--- config.mk ---
export PLATFORM = sky130hd
export DESIGN_NAME = uart_rx
export DESIGN_NICKNAME = d
export VERILOG_FILES = /design/src/rtl/uart_rx.sv
export SDC_FILE = /design/constraint.sdc
export NUM_CORES = 1
export LEC_CHECK = 0
export CAP_MARGIN = 30
export CORE_MARGIN = 1
export CORE_UTILIZATION = 60
export CTS_CLUSTER_SIZE = 40
export DETAILED_ROUTE_END_ITERATION = 16
export PLACE_DENSITY = 0.89
export SETUP_SLACK_MARGIN = 0.5
export SYNTH_ARGS = -nofsm -noshare
export SYNTH_HDL_FRONTEND = slang
export SYNTH_SLANG_ARGS = --single-unit
export TNS_END_PERCENT = 30
--- constraint.sdc ---
create_clock -name i_clk -period 3 [get_ports i_clk]
set_input_delay 0.6 -clock i_clk [delete_from_list [all_inputs] [get_ports i_clk]]
set_output_delay 0.6 -clock i_clk [all_outputs]
set_load 0.1 [all_outputs]
--- src/rtl/uart_rx.sv ---
// 8N1 UART receiver with a ready/valid byte output and frame-error / overrun pulses.
// The line is double-flopped, start-bit centred at half a bit, then sampled once per bit.
module uart_rx #(
  parameter int CLK_HZ = 48_000_000,
  parameter int BAUD   = 115_200
) (
  input  logic       i_clk,
  input  logic       i_rst,
  input  logic       i_rx,
  input  logic       i_ready,
  output logic [7:0] o_data,
  output logic       o_valid,
  output logic       o_frame_err,
  output logic       o_overrun,
  output logic       o_busy
);

  localparam int CLKS_PER_BIT = CLK_HZ / BAUD;
  localparam int CW           = $clog2(CLKS_PER_BIT) + 1;
  localparam logic [CW-1:0] FULL_LOAD = CW'(CLKS_PER_BIT - 1);
  localparam logic [CW-1:0] HALF_LOAD = CW'(CLKS_PER_BIT / 2 - 1);

  typedef enum logic [2:0] {
    S_IDLE  = 3'd0,
    S_START = 3'd1,
    S_DATA  = 3'd2,
    S_STOP  = 3'd3,
    S_BREAK = 3'd4
  } state_t;

  logic          rx_meta;
  logic          rx_s;
  state_t        state;
  state_t        state_next;
  logic [CW-1:0] baud_cnt;
  logic [CW-1:0] baud_cnt_next;
  logic [2:0]    bit_cnt;
  logic [2:0]    bit_cnt_next;
  logic [7:0]    shift;
  logic [7:0]    shift_next;
  logic          done;
  logic          done_next;
  logic          bad;
  logic          bad_next;
  logic          expired;

  // Synchronizer, FSM state and receive datapath registers.
  always_ff @(posedge i_clk) begin
    if (i_rst) begin
      rx_meta  <= 1'b1;
      rx_s     <= 1'b1;
      state    <= S_IDLE;
      baud_cnt <= '0;
      bit_cnt  <= 3'd0;
      shift    <= 8'h00;
      done     <= 1'b0;
      bad      <= 1'b0;
    end else begin
      rx_meta  <= i_rx;
      rx_s     <= rx_meta;
      state    <= state_next;
      baud_cnt <= baud_cnt_next;
      bit_cnt  <= bit_cnt_next;
      shift    <= shift_next;
      done     <= done_next;
      bad      <= bad_next;
    end
  end

  assign expired = (baud_cnt == '0);

  // Next-state logic: each timed state counts down to zero, then samples rx_s.
  always_comb begin
    state_next    = state;
    baud_cnt_next = baud_cnt;
    bit_cnt_next  = bit_cnt;
    shift_next    = shift;
    done_next     = 1'b0;
    bad_next      = 1'b0;
    case (state)
      S_IDLE: begin
        if (!rx_s) begin
          state_next    = S_START;
          bit_cnt_next  = 3'd0;
          baud_cnt_next = HALF_LOAD;
        end else begin
          state_next = S_IDLE;
        end
      end
      S_START: begin
        if (!expired) begin
          baud_cnt_next = baud_cnt - CW'(1);
        end else if (rx_s) begin
          state_next = S_IDLE;
        end else begin
          state_next    = S_DATA;
          baud_cnt_next = FULL_LOAD;
        end
      end
      S_DATA: begin
        if (!expired) begin
          baud_cnt_next = baud_cnt - CW'(1);
        end else begin
          shift_next[bit_cnt] = rx_s;
          baud_cnt_next       = FULL_LOAD;
          bit_cnt_next        = bit_cnt + 3'd1;
          if (bit_cnt == 3'd7) begin
            state_next = S_STOP;
          end else begin
            state_next = S_DATA;
          end
        end
      end
      S_STOP: begin
        if (!expired) begin
          baud_cnt_next = baud_cnt - CW'(1);
        end else if (rx_s) begin
          state_next = S_IDLE;
          done_next  = 1'b1;
        end else begin
          state_next = S_BREAK;
          bad_next   = 1'b1;
        end
      end
      S_BREAK: begin
        // A held-low line must return high before another start is accepted.
        if (rx_s) begin
          state_next = S_IDLE;
        end else begin
          state_next = S_BREAK;
        end
      end
      default: begin
        state_next = S_IDLE;
      end
    endcase
  end

  // Output handshake stage: delivers, drops (overrun) or clears the held byte.
  always_ff @(posedge i_clk) begin
    if (i_rst) begin
      o_data      <= 8'h00;
      o_valid     <= 1'b0;
      o_frame_err <= 1'b0;
      o_overrun   <= 1'b0;
    end else begin
      o_frame_err <= bad;
      o_overrun   <= 1'b0;
      if (done) begin
        if (!o_valid || i_ready) begin
          o_data  <= shift;
          o_valid <= 1'b1;
        end else begin
          o_overrun <= 1'b1;
        end
      end else if (o_valid && i_ready) begin
        o_valid <= 1'b0;
      end else begin
        o_valid <= o_valid;
      end
    end
  end

  assign o_busy = (state != S_IDLE);

endmodule

==> impl_metrics.prom, run 1 <==
# TYPE chip_impl_metric gauge
chip_impl_info{name="outcome",value="complete, no violations"} 1
chip_impl_metric{name="cts_sinks",unit=""} 39
chip_impl_metric{name="route.detailed.wl_per_inst",unit="um"} 13.93
chip_impl_metric{name="ys_warn_count",unit=""} 0
chip_impl_info{name="mostFrequentLayoutCell",value="sky130_fd_sc_hd__dfxtp_1"} 1
chip_impl_metric{name="worst_slew_pin_slew",unit="ns"} 0.5154
chip_impl_metric{name="rr_worst_depth",unit=""} 7
chip_impl_metric{name="synth.lib_cells_used.distinct",unit=""} 46
chip_impl_metric{name="start_util",unit="%"} 64.06
chip_impl_metric{name="drt-vias-per-instance",unit=""} 6.142
chip_impl_metric{name="detailedRoute.firstIterationViolations",unit=""} 38
chip_impl_info{name="worst_min_delay_path_endpoint",value="rx_s$_SDFF_PP1_"} 1
chip_impl_metric{name="routed_wl",unit="um"} 3428
chip_impl_metric{name="fmax",unit="MHz"} 472.9
chip_impl_metric{name="nets",unit=""} 222
chip_impl_metric{name="port_buffers",unit=""} 15
chip_impl_metric{name="grt_start_max_net_pins",unit=""} 29
chip_impl_metric{name="core.rowCount",unit=""} 19
chip_impl_info{name="crit_type",value="flop to flop"} 1
chip_impl_metric{name="rrSetupSlack",unit="ns"} 0.89
chip_impl_metric{name="gr_ovfl_total",unit=""} 0
chip_impl_metric{name="synth_area",unit="sq um"} 1782
chip_impl_metric{name="final-seq-area",unit="sq um"} 780.7
chip_impl_metric{name="htree_levels",unit=""} 2
chip_impl_info{name="yosys-top-cells-area",value="sky130_fd_sc_hd__dfxtp_1 (44%), sky130_fd_sc_hd__mux2i_1 (6.7%), sky130_fd_sc_hd__nor2_1 (5.5%)"} 1
chip_impl_metric{name="track_usage",unit="%"} 24.04
chip_impl_metric{name="design.die.area",unit="sq um"} 3192
chip_impl_metric{name="drt.antenna.violating_nets",unit=""} 0
chip_impl_info{name="clock_tree_from_tritoncts",value="built"} 1
chip_impl_metric{name="synthArstFlopShare",unit="%"} 0
chip_impl_metric{name="crit_arrival",unit="ns"} 2.34
chip_impl_metric{name="synth_nets",unit=""} 206
chip_impl_metric{name="area.growth.synth_to_final",unit="%"} 10.96
chip_impl_metric{name="max_slew_margin_vs_limit",unit="%"} 65.57
chip_impl_info{name="worst_hold_path_type",value="flop to flop"} 1
chip_impl_metric{name="worst_ir_drop_vdd",unit="V"} 0.0004409
chip_impl_metric{name="cts.path.max_buffers",unit=""} 2
chip_impl_metric{name="timing.critical_path.fanout_max",unit=""} 8
chip_impl_metric{name="leakagePower",unit="nW"} 0.8028
chip_impl_metric{name="holdBufCountCts",unit=""} 0
chip_impl_metric{name="grt_antenna_before_repair",unit=""} 0
chip_impl_info{name="hold_path_startpoint",value="rx_meta$_SDFF_PP1_"} 1
chip_impl_info{name="worst_setup_path_end_kind",value="flop"} 1
chip_impl_metric{name="dpl.hpwl",unit="um"} 2498
chip_impl_metric{name="synth_enable_flop_cells",unit=""} 0
chip_impl_metric{name="postLayoutCellArea",unit="sq um"} 1977
chip_impl_metric{name="postSynthCellCount",unit=""} 198
chip_impl_metric{name="per_instance_average_area_after_synthesis",unit="sq um"} 8.999
chip_impl_metric{name="drt_pre_antenna_iters",unit=""} 4
chip_impl_metric{name="finalHoldViolCount",unit=""} 0
chip_impl_metric{name="synthMuxAreaShare",unit="%"} 6.742
chip_impl_metric{name="synth_top_area_share",unit="%"} 43.82
chip_impl_metric{name="synthAdderAreaFrac",unit="%"} 2.809
chip_impl_metric{name="routed-via-count",unit=""} 1511
chip_impl_info{name="main_combinational_cell_family_by_area_after_synthesis",value="simple AND/OR/NAND/NOR gates"} 1
chip_impl_metric{name="postSynthRegisterBits",unit=""} 39
chip_impl_metric{name="slew_viol_final",unit=""} 0
chip_impl_metric{name="totalNegativeSetupSlack",unit="ns"} 0
chip_impl_metric{name="grt_pass1_wl",unit="um"} 6099
chip_impl_metric{name="layout_worst_path_cycle_share",unit="%"} 70.49
chip_impl_metric{name="fin_crit",unit="ns"} 2.115
chip_impl_metric{name="holdPathStages",unit=""} 1
chip_impl_metric{name="compound_cell_area_share_of_the_yosys_netlist",unit="%"} 18.47
chip_impl_metric{name="drt_drc_violations_left",unit=""} 0
chip_impl_metric{name="ys_seq_area_share",unit="%"} 43.82
chip_impl_metric{name="num_io_pins",unit=""} 16
chip_impl_info{name="synth-main-ff-cell",value="sky130_fd_sc_hd__dfxtp_1"} 1
chip_impl_metric{name="gp_congestion",unit=""} 0.8305
chip_impl_metric{name="synth_xor_area_share",unit="%"} 0
chip_impl_metric{name="power_per_cell_area",unit="nW/um^2"} 492.3
chip_impl_metric{name="maxCapViolations",unit=""} 0
chip_impl_info{name="synthDominantAreaCellType",value="sky130_fd_sc_hd__dfxtp_1"} 1
chip_impl_info{name="critPathLaunch",value="baud_cnt[0]$_SDFFE_PP0P_"} 1
chip_impl_metric{name="cts.clk_slew.worst_paths",unit="ns"} 0.12
chip_impl_metric{name="cts_made_buffers",unit=""} 5
chip_impl_metric{name="via_count_of_the_first_global_routing_pass",unit=""} 1414
chip_impl_info{name="r2r_start",value="baud_cnt[0]$_SDFFE_PP0P_"} 1
chip_impl_metric{name="timing.final.setup_violations",unit=""} 0
chip_impl_info{name="mostFrequentLayoutCells",value="sky130_fd_sc_hd__dfxtp_1 (39), sky130_fd_sc_hd__nor2_1 (26), sky130_fd_sc_hd__nand2_1 (15)"} 1
chip_impl_metric{name="die_w",unit="um"} 56.50
chip_impl_metric{name="postPlaceCellArea",unit="sq um"} 1923
chip_impl_info{name="clock_tree.root_cell",value="sky130_fd_sc_hd__clkbuf_4"} 1
chip_impl_info{name="setup.worst_path.start_class",value="flop"} 1
chip_impl_metric{name="post-cts-setup-buffers",unit=""} 0
chip_impl_info{name="grt_setup_unrepaired",value="false"} 1
chip_impl_metric{name="clk_latency",unit="ns"} 0.33
chip_impl_metric{name="coreArea",unit="sq um"} 2781
chip_impl_metric{name="drive_gt1_share",unit="%"} 14.88
chip_impl_metric{name="post_cts.resized_instances",unit=""} 0
chip_impl_info{name="worstReg2RegEnd",value="shift[0]$_SDFFE_PP0P_"} 1
chip_impl_metric{name="multi_input_area",unit="sq um"} 942.2
chip_impl_metric{name="fill_cells",unit=""} 222
chip_impl_metric{name="antenna_cells_inserted",unit=""} 0
chip_impl_metric{name="cp_data_required_time",unit="ns"} 3.22
chip_impl_metric{name="die_h",unit="um"} 56.50
chip_impl_metric{name="synth_simple_gate_area_share",unit="%"} 24.86
chip_impl_metric{name="finClkSkew",unit="ns"} 0.006916
-- sequential cells by signal, indices dropped and copies added (netlist names) --
signal	count
bad	1
shift	8
o_frame_err	1
state	3
rx_s	1
o_valid	1
bit_cnt	3
rx_meta	1
o_overrun	1
o_data	8
baud_cnt	10
done	1
-- kinds of logic after synthesis --
logic type	Yosys count
muxes	12
adders and majority gates	4
buffers and inverters	15
and+or+nand+nor	84
AOI/OAI and AO/OA	44
DFF	39
-- Yosys cell counts (2+ instances only) --
master                     count
sky130_fd_sc_hd__a21oi_1      12
sky130_fd_sc_hd__a311oi_1      3
sky130_fd_sc_hd__a32o_1        2
sky130_fd_sc_hd__buf_2         2
sky130_fd_sc_hd__clkbuf_1      5
sky130_fd_sc_hd__dfxtp_1      39
sky130_fd_sc_hd__ha_1          4
sky130_fd_sc_hd__inv_1         7
sky130_fd_sc_hd__mux2i_1      12
sky130_fd_sc_hd__nand2_1      15
sky130_fd_sc_hd__nand2b_1      6
sky130_fd_sc_hd__nand3_1       5
sky130_fd_sc_hd__nand4_1       2
sky130_fd_sc_hd__nor2_1       26
sky130_fd_sc_hd__nor3_1        8
sky130_fd_sc_hd__nor4_1        3
sky130_fd_sc_hd__o211ai_1      3
sky130_fd_sc_hd__o21ai_0       5
sky130_fd_sc_hd__o311ai_0      2
sky130_fd_sc_hd__o31ai_1       3
sky130_fd_sc_hd__o41ai_1       2
sky130_fd_sc_hd__or2_2         4
sky130_fd_sc_hd__or3_1         5
-- area by class of cell --
class	count	area share (%)
multi-input combinational	144	47.66
clock inverter	2	0.6329
sequential	39	39.49
timing repair buffer	17	6.835
inverter	7	1.329
clock buffer	6	2.089
tap	31	1.962
-- critical path, cell delays in order (launching register included) --
cell,delay (ns)
sky130_fd_sc_hd__dfxtp_1,0.36
sky130_fd_sc_hd__inv_1,0.09
sky130_fd_sc_hd__ha_1,0.16
sky130_fd_sc_hd__nor4b_2,0.29
sky130_fd_sc_hd__nand3_1,0.19
sky130_fd_sc_hd__or3_1,0.51
sky130_fd_sc_hd__o311ai_1,0.29
sky130_fd_sc_hd__o41ai_1,0.12
-- report_power, final --
part / internal [mW] / switching [mW] / leakage, nW / total [mW]
sequential: 0.531 / 0.0169 / 0.316 / 0.548
combinational: 0.0641 / 0.102 / 0.459 / 0.167
clock: 0.0906 / 0.168 / 0.0282 / 0.259
total: 0.685 / 0.288 / 0.803 / 0.973
-- routing by layer --
| layer | global-route usage [%] | part of all wire [%] | vias up |
|---|---|---|---|
| met2 | 38.49 | 47 | 33 |
| met4 | 8.014 | 0.70 | 0 |
| met1 | 32.36 | 47 | 718 |
| li1 | - | - | 756 |
| met5 | 0 | 0 | - |
| met3 | 4.839 | 4.6 | 4 |
-- how the worst max path moves through the flow --
| stage | endpoint | slack, ns | cells after the start |
|---|---|---|---|
| 2_1_floorplan | o_data[0]$_SDFFE_PP0P_ | 0.93 | 4 |
| 3_3_place_gp | shift[0]$_SDFFE_PP0P_ | 0.96 | 4 |
| 3_5_place_dp | shift[0]$_SDFFE_PP0P_ | 0.87 | 4 |
| 4_1_cts | shift[4]$_SDFFE_PP0P_ | 0.87 | 7 |
| 5_1_grt | shift[4]$_SDFFE_PP0P_ | 0.68 | 7 |
| 6_report | shift[0]$_SDFFE_PP0P_ | 0.89 | 7 |
-- through the flow --
| step | total power, mW | hold slack, ns | instances | utilization, % | setup slack (ns) |
|---|---|---|---|---|---|
| final | 0.9731 | 0.4225 | 246 | 71.08 | 0.8852 |
| after global routing | 1.017 | 0.4706 | 246 | 71.08 | 0.6842 |
| after floorplan | 0.6889 | 0.3895 | 198 | - | 0.9268 |
| after global placement | 0.7195 | 0.3957 | 238 | 69.14 | 0.9575 |
| after detailed placement | 0.7245 | 0.3970 | 238 | 69.14 | 0.8724 |
| after CTS | 0.9743 | 0.4250 | 246 | 71.08 | 0.8665 |
Note: power is estimated with default switching activity, not from simulation.
==> run 2, diff against run 1 <==
--- a/config.mk
+++ b/config.mk
@@ -7,10 +7,10 @@
 export LEC_CHECK = 0
 export CAP_MARGIN = 30
 export CORE_MARGIN = 1
-export CORE_UTILIZATION = 60
+export CORE_UTILIZATION = 56
 export CTS_CLUSTER_SIZE = 40
 export DETAILED_ROUTE_END_ITERATION = 16
-export PLACE_DENSITY = 0.89
+export PLACE_DENSITY = 0.84
 export SETUP_SLACK_MARGIN = 0.5
 export SYNTH_ARGS = -nofsm -noshare
 export SYNTH_HDL_FRONTEND = slang
==> constraint.sdc (replaced) <==
create_clock -name i_clk -period 2.17 [get_ports i_clk]
set_input_delay 0.434 -clock i_clk [delete_from_list [all_inputs] [get_ports i_clk]]
set_output_delay 0.434 -clock i_clk [all_outputs]
set_load 0.1 [all_outputs]
==> run 2 against run 1 <==
Compared with the run above:
- critical path depth unchanged
- clock skew increased by 0.00092 ns
- fmax increased by 8.7%
- wire length increased by 11%
- combinational power increased by 89%
- register-to-register slack got worse by 0.66 ns
- clock power increased by 43%
- sequential power increased by 39%
- flip-flop and latch count unchanged
- final area increased by 9.1%
- clock-buffer cell count unchanged
- highest routed layer unchanged
==> impl_metrics.prom, run 2 (same netlist as run 1, synthesis figures left out) <==
# TYPE chip_impl_metric gauge
chip_impl_metric{name="gr_ovfl_total",unit=""} 0
chip_impl_metric{name="largest_reg_flops",unit=""} 10
chip_impl_info{name="mostFrequentLayoutCell",value="sky130_fd_sc_hd__dfxtp_1"} 1
chip_impl_metric{name="route.detailed.wl_per_inst",unit="um"} 14.13
chip_impl_metric{name="routed_wl",unit="um"} 3802
chip_impl_metric{name="post_layout_nonfiller_instances",unit=""} 269
chip_impl_metric{name="layout_worst_path_cycle_share",unit="%"} 89.68
chip_impl_metric{name="cts.clk_slew.worst_paths",unit="ns"} 0.10
chip_impl_info{name="crit_type",value="flop to flop"} 1
chip_impl_metric{name="power_per_cell_area",unit="nW/um^2"} 670.2
chip_impl_metric{name="clk_latency",unit="ns"} 0.34
chip_impl_metric{name="netSwitchingFraction",unit="%"} 28.87
chip_impl_metric{name="timing.final.setup_violations",unit=""} 0
chip_impl_metric{name="fin_crit",unit="ns"} 1.946
chip_impl_metric{name="start_util",unit="%"} 58.84
chip_impl_info{name="max_flop_register",value="baud_cnt"} 1
chip_impl_metric{name="via_count_of_the_first_global_routing_pass",unit=""} 1448
chip_impl_info{name="worst_setup_path_end_kind",value="flop"} 1
chip_impl_info{name="grt_setup_unrepaired",value="true"} 1
chip_impl_metric{name="finalHoldViolCount",unit=""} 0
chip_impl_metric{name="port_buffers",unit=""} 15
chip_impl_metric{name="finClkSkew",unit="ns"} 0.007840
chip_impl_metric{name="detailedRoute.firstIterationViolations",unit=""} 74
chip_impl_metric{name="drt-vias-per-instance",unit=""} 5.814
chip_impl_metric{name="design.die.area",unit="sq um"} 3411
chip_impl_metric{name="nets",unit=""} 233
chip_impl_metric{name="part_of_the_power_in_the_clock_network",unit="%"} 25.6
chip_impl_metric{name="share_comb_of_total_power",unit="%"} 21.8
chip_impl_metric{name="core.rowCount",unit=""} 20
chip_impl_metric{name="worst_slew_pin_slew",unit="ns"} 0.5601
chip_impl_metric{name="coreArea",unit="sq um"} 3028
chip_impl_metric{name="cts_made_buffers",unit=""} 5
chip_impl_metric{name="gp_congestion",unit=""} 0.8336
chip_impl_metric{name="antenna_cells_inserted",unit=""} 0
chip_impl_metric{name="slew_viol_final",unit=""} 0
chip_impl_metric{name="placed_cells",unit=""} 255
chip_impl_metric{name="cts.path.max_buffers",unit=""} 2
chip_impl_metric{name="area.growth.synth_to_final",unit="%"} 21.00
chip_impl_metric{name="fmax",unit="MHz"} 513.9
chip_impl_metric{name="die_w",unit="um"} 58.41
chip_impl_metric{name="totalNegativeSetupSlack",unit="ns"} 0
chip_impl_metric{name="dpl.hpwl",unit="um"} 2681
chip_impl_metric{name="cts_sinks",unit=""} 39
chip_impl_metric{name="cp_data_required_time",unit="ns"} 2.43
chip_impl_info{name="clock_tree_from_tritoncts",value="built"} 1
chip_impl_metric{name="max_slew_margin_vs_limit",unit="%"} 62.58
chip_impl_info{name="clock_tree.root_cell",value="sky130_fd_sc_hd__clkbuf_4"} 1
chip_impl_metric{name="maxCapViolations",unit=""} 0
chip_impl_metric{name="htree_levels",unit=""} 2
chip_impl_metric{name="grt_start_max_net_pins",unit=""} 21
chip_impl_metric{name="grt_pass1_wl",unit="um"} 6492
chip_impl_metric{name="timing.critical_path.fanout_max",unit=""} 7
chip_impl_info{name="reg_top3",value="baud_cnt x10, o_data x8, shift x8"} 1
chip_impl_metric{name="num_io_pins",unit=""} 16
chip_impl_metric{name="cellInternalPower",unit="mW"} 1.028
chip_impl_metric{name="drt_pre_antenna_iters",unit=""} 4
chip_impl_metric{name="drt_drc_violations_left",unit=""} 0
chip_impl_metric{name="worst_ir_drop_vdd",unit="V"} 0.0003526
chip_impl_metric{name="track_usage",unit="%"} 25.12
chip_impl_metric{name="drive_gt1_share",unit="%"} 24.44
chip_impl_metric{name="routed-via-count",unit=""} 1564
chip_impl_metric{name="power.sequential.fraction",unit="%"} 52.5
chip_impl_info{name="outcome",value="complete, no violations"} 1
chip_impl_metric{name="power.switching",unit="uW"} 417.1
chip_impl_metric{name="grt_antenna_before_repair",unit=""} 0
chip_impl_info{name="mostFrequentLayoutCells",value="sky130_fd_sc_hd__dfxtp_1 (36), sky130_fd_sc_hd__nor2_1 (26), sky130_fd_sc_hd__buf_4 (24)"} 1
chip_impl_metric{name="die_h",unit="um"} 58.41
chip_impl_metric{name="drt.antenna.violating_nets",unit=""} 0
chip_impl_info{name="worst_hold_path_type",value="flop to flop"} 1
chip_impl_info{name="setup.worst_path.start_class",value="flop"} 1
chip_impl_metric{name="crit_arrival",unit="ns"} 2.20
chip_impl_metric{name="leakagePower",unit="nW"} 0.8796
-- run 2: cell count changes in the layout (fill, tap and decap cells not counted), moves of 2 or more --
cell                      change
sky130_fd_sc_hd__dfxtp_1      -3
sky130_fd_sc_hd__inv_1        -2
sky130_fd_sc_hd__inv_2        +2
sky130_fd_sc_hd__buf_4       +10
sky130_fd_sc_hd__dfxtp_2      +3
-- run 2: power groups by stage --
stage	combinational, mW	sequential [mW]	clock [mW]
after floorplan	0.192	0.767	0
after CTS	0.303	0.758	0.382
after detailed placement	0.267	0.774	0
after global placement	0.259	0.773	0
final	0.315	0.759	0.370
after global routing	0.341	0.763	0.411
-- run 2: what timing repair did --
action | in CTS | in global routing
pin swaps | 8 | 6
hold buffers | 0 | 0
endpoints found under the setup margin | 26 | 26
buffers inserted | 7 | 0
resized for setup | 9 | 2
-- run 2: critical path: stages (launching register included) --
cell and delay, ns:
sky130_fd_sc_hd__dfxtp_2 0.34, sky130_fd_sc_hd__inv_2 0.08, sky130_fd_sc_hd__ha_4 0.13, sky130_fd_sc_hd__or4b_4 0.48
sky130_fd_sc_hd__o31a_1 0.31, sky130_fd_sc_hd__o21bai_4 0.18, sky130_fd_sc_hd__nor2_4 0.09, sky130_fd_sc_hd__a311oi_1 0.25
-- run 2: stage by stage --
step           hold slack, ns  utilization [%]  cell area, sq um  setup slack [ns]  total power, mW
2_1_floorplan          0.3895                -              1800            0.2945           0.9590
3_3_place_gp           0.4003            66.07              2001            0.2085            1.031
3_5_place_dp           0.4044            66.07              2001           0.08922            1.042
4_1_cts                0.4326            70.79              2143            0.1759            1.443
5_1_grt                0.4537            71.20              2156            0.1459            1.515
6_report               0.4323            71.20              2156            0.2240            1.445
-- run 2: path summary, 6_finish.rpt --
path | start | to | slack (ns) | cells past startpoint
worst max-delay path | baud_cnt[1]$_SDFFE_PP0P_ | baud_cnt[2]$_SDFFE_PP0P_ | 0.22 | 7
worst max register to register | baud_cnt[1]$_SDFFE_PP0P_ | baud_cnt[2]$_SDFFE_PP0P_ | 0.22 | 7
worst min-delay path | rx_meta$_SDFF_PP1_ | rx_s$_SDFF_PP1_ | 0.43 | 1
worst min register to register | rx_meta$_SDFF_PP1_ | rx_s$_SDFF_PP1_ | 0.43 | 1
-- run 2: final cells by class --
type | count | area, sq um
Clock buffer | 6 | 51.30
Clock inverter | 1 | 5.005
Fill cell | 236 | 872.1
Inverter | 7 | 26.28
Multi-Input combinational cell | 144 | 1003
Sequential cell | 39 | 784.5
Tap cell | 44 | 55.05
Timing Repair Buffer | 28 | 230.2
-- run 2: routing by layer --
metal	up-vias	GRT usage, %	wire (um)
met5	-	0	0
met4	0	7.823	51
met1	743	28.43	1604
li1	775	-	-
met2	38	45.65	1976
met3	8	7.033	170
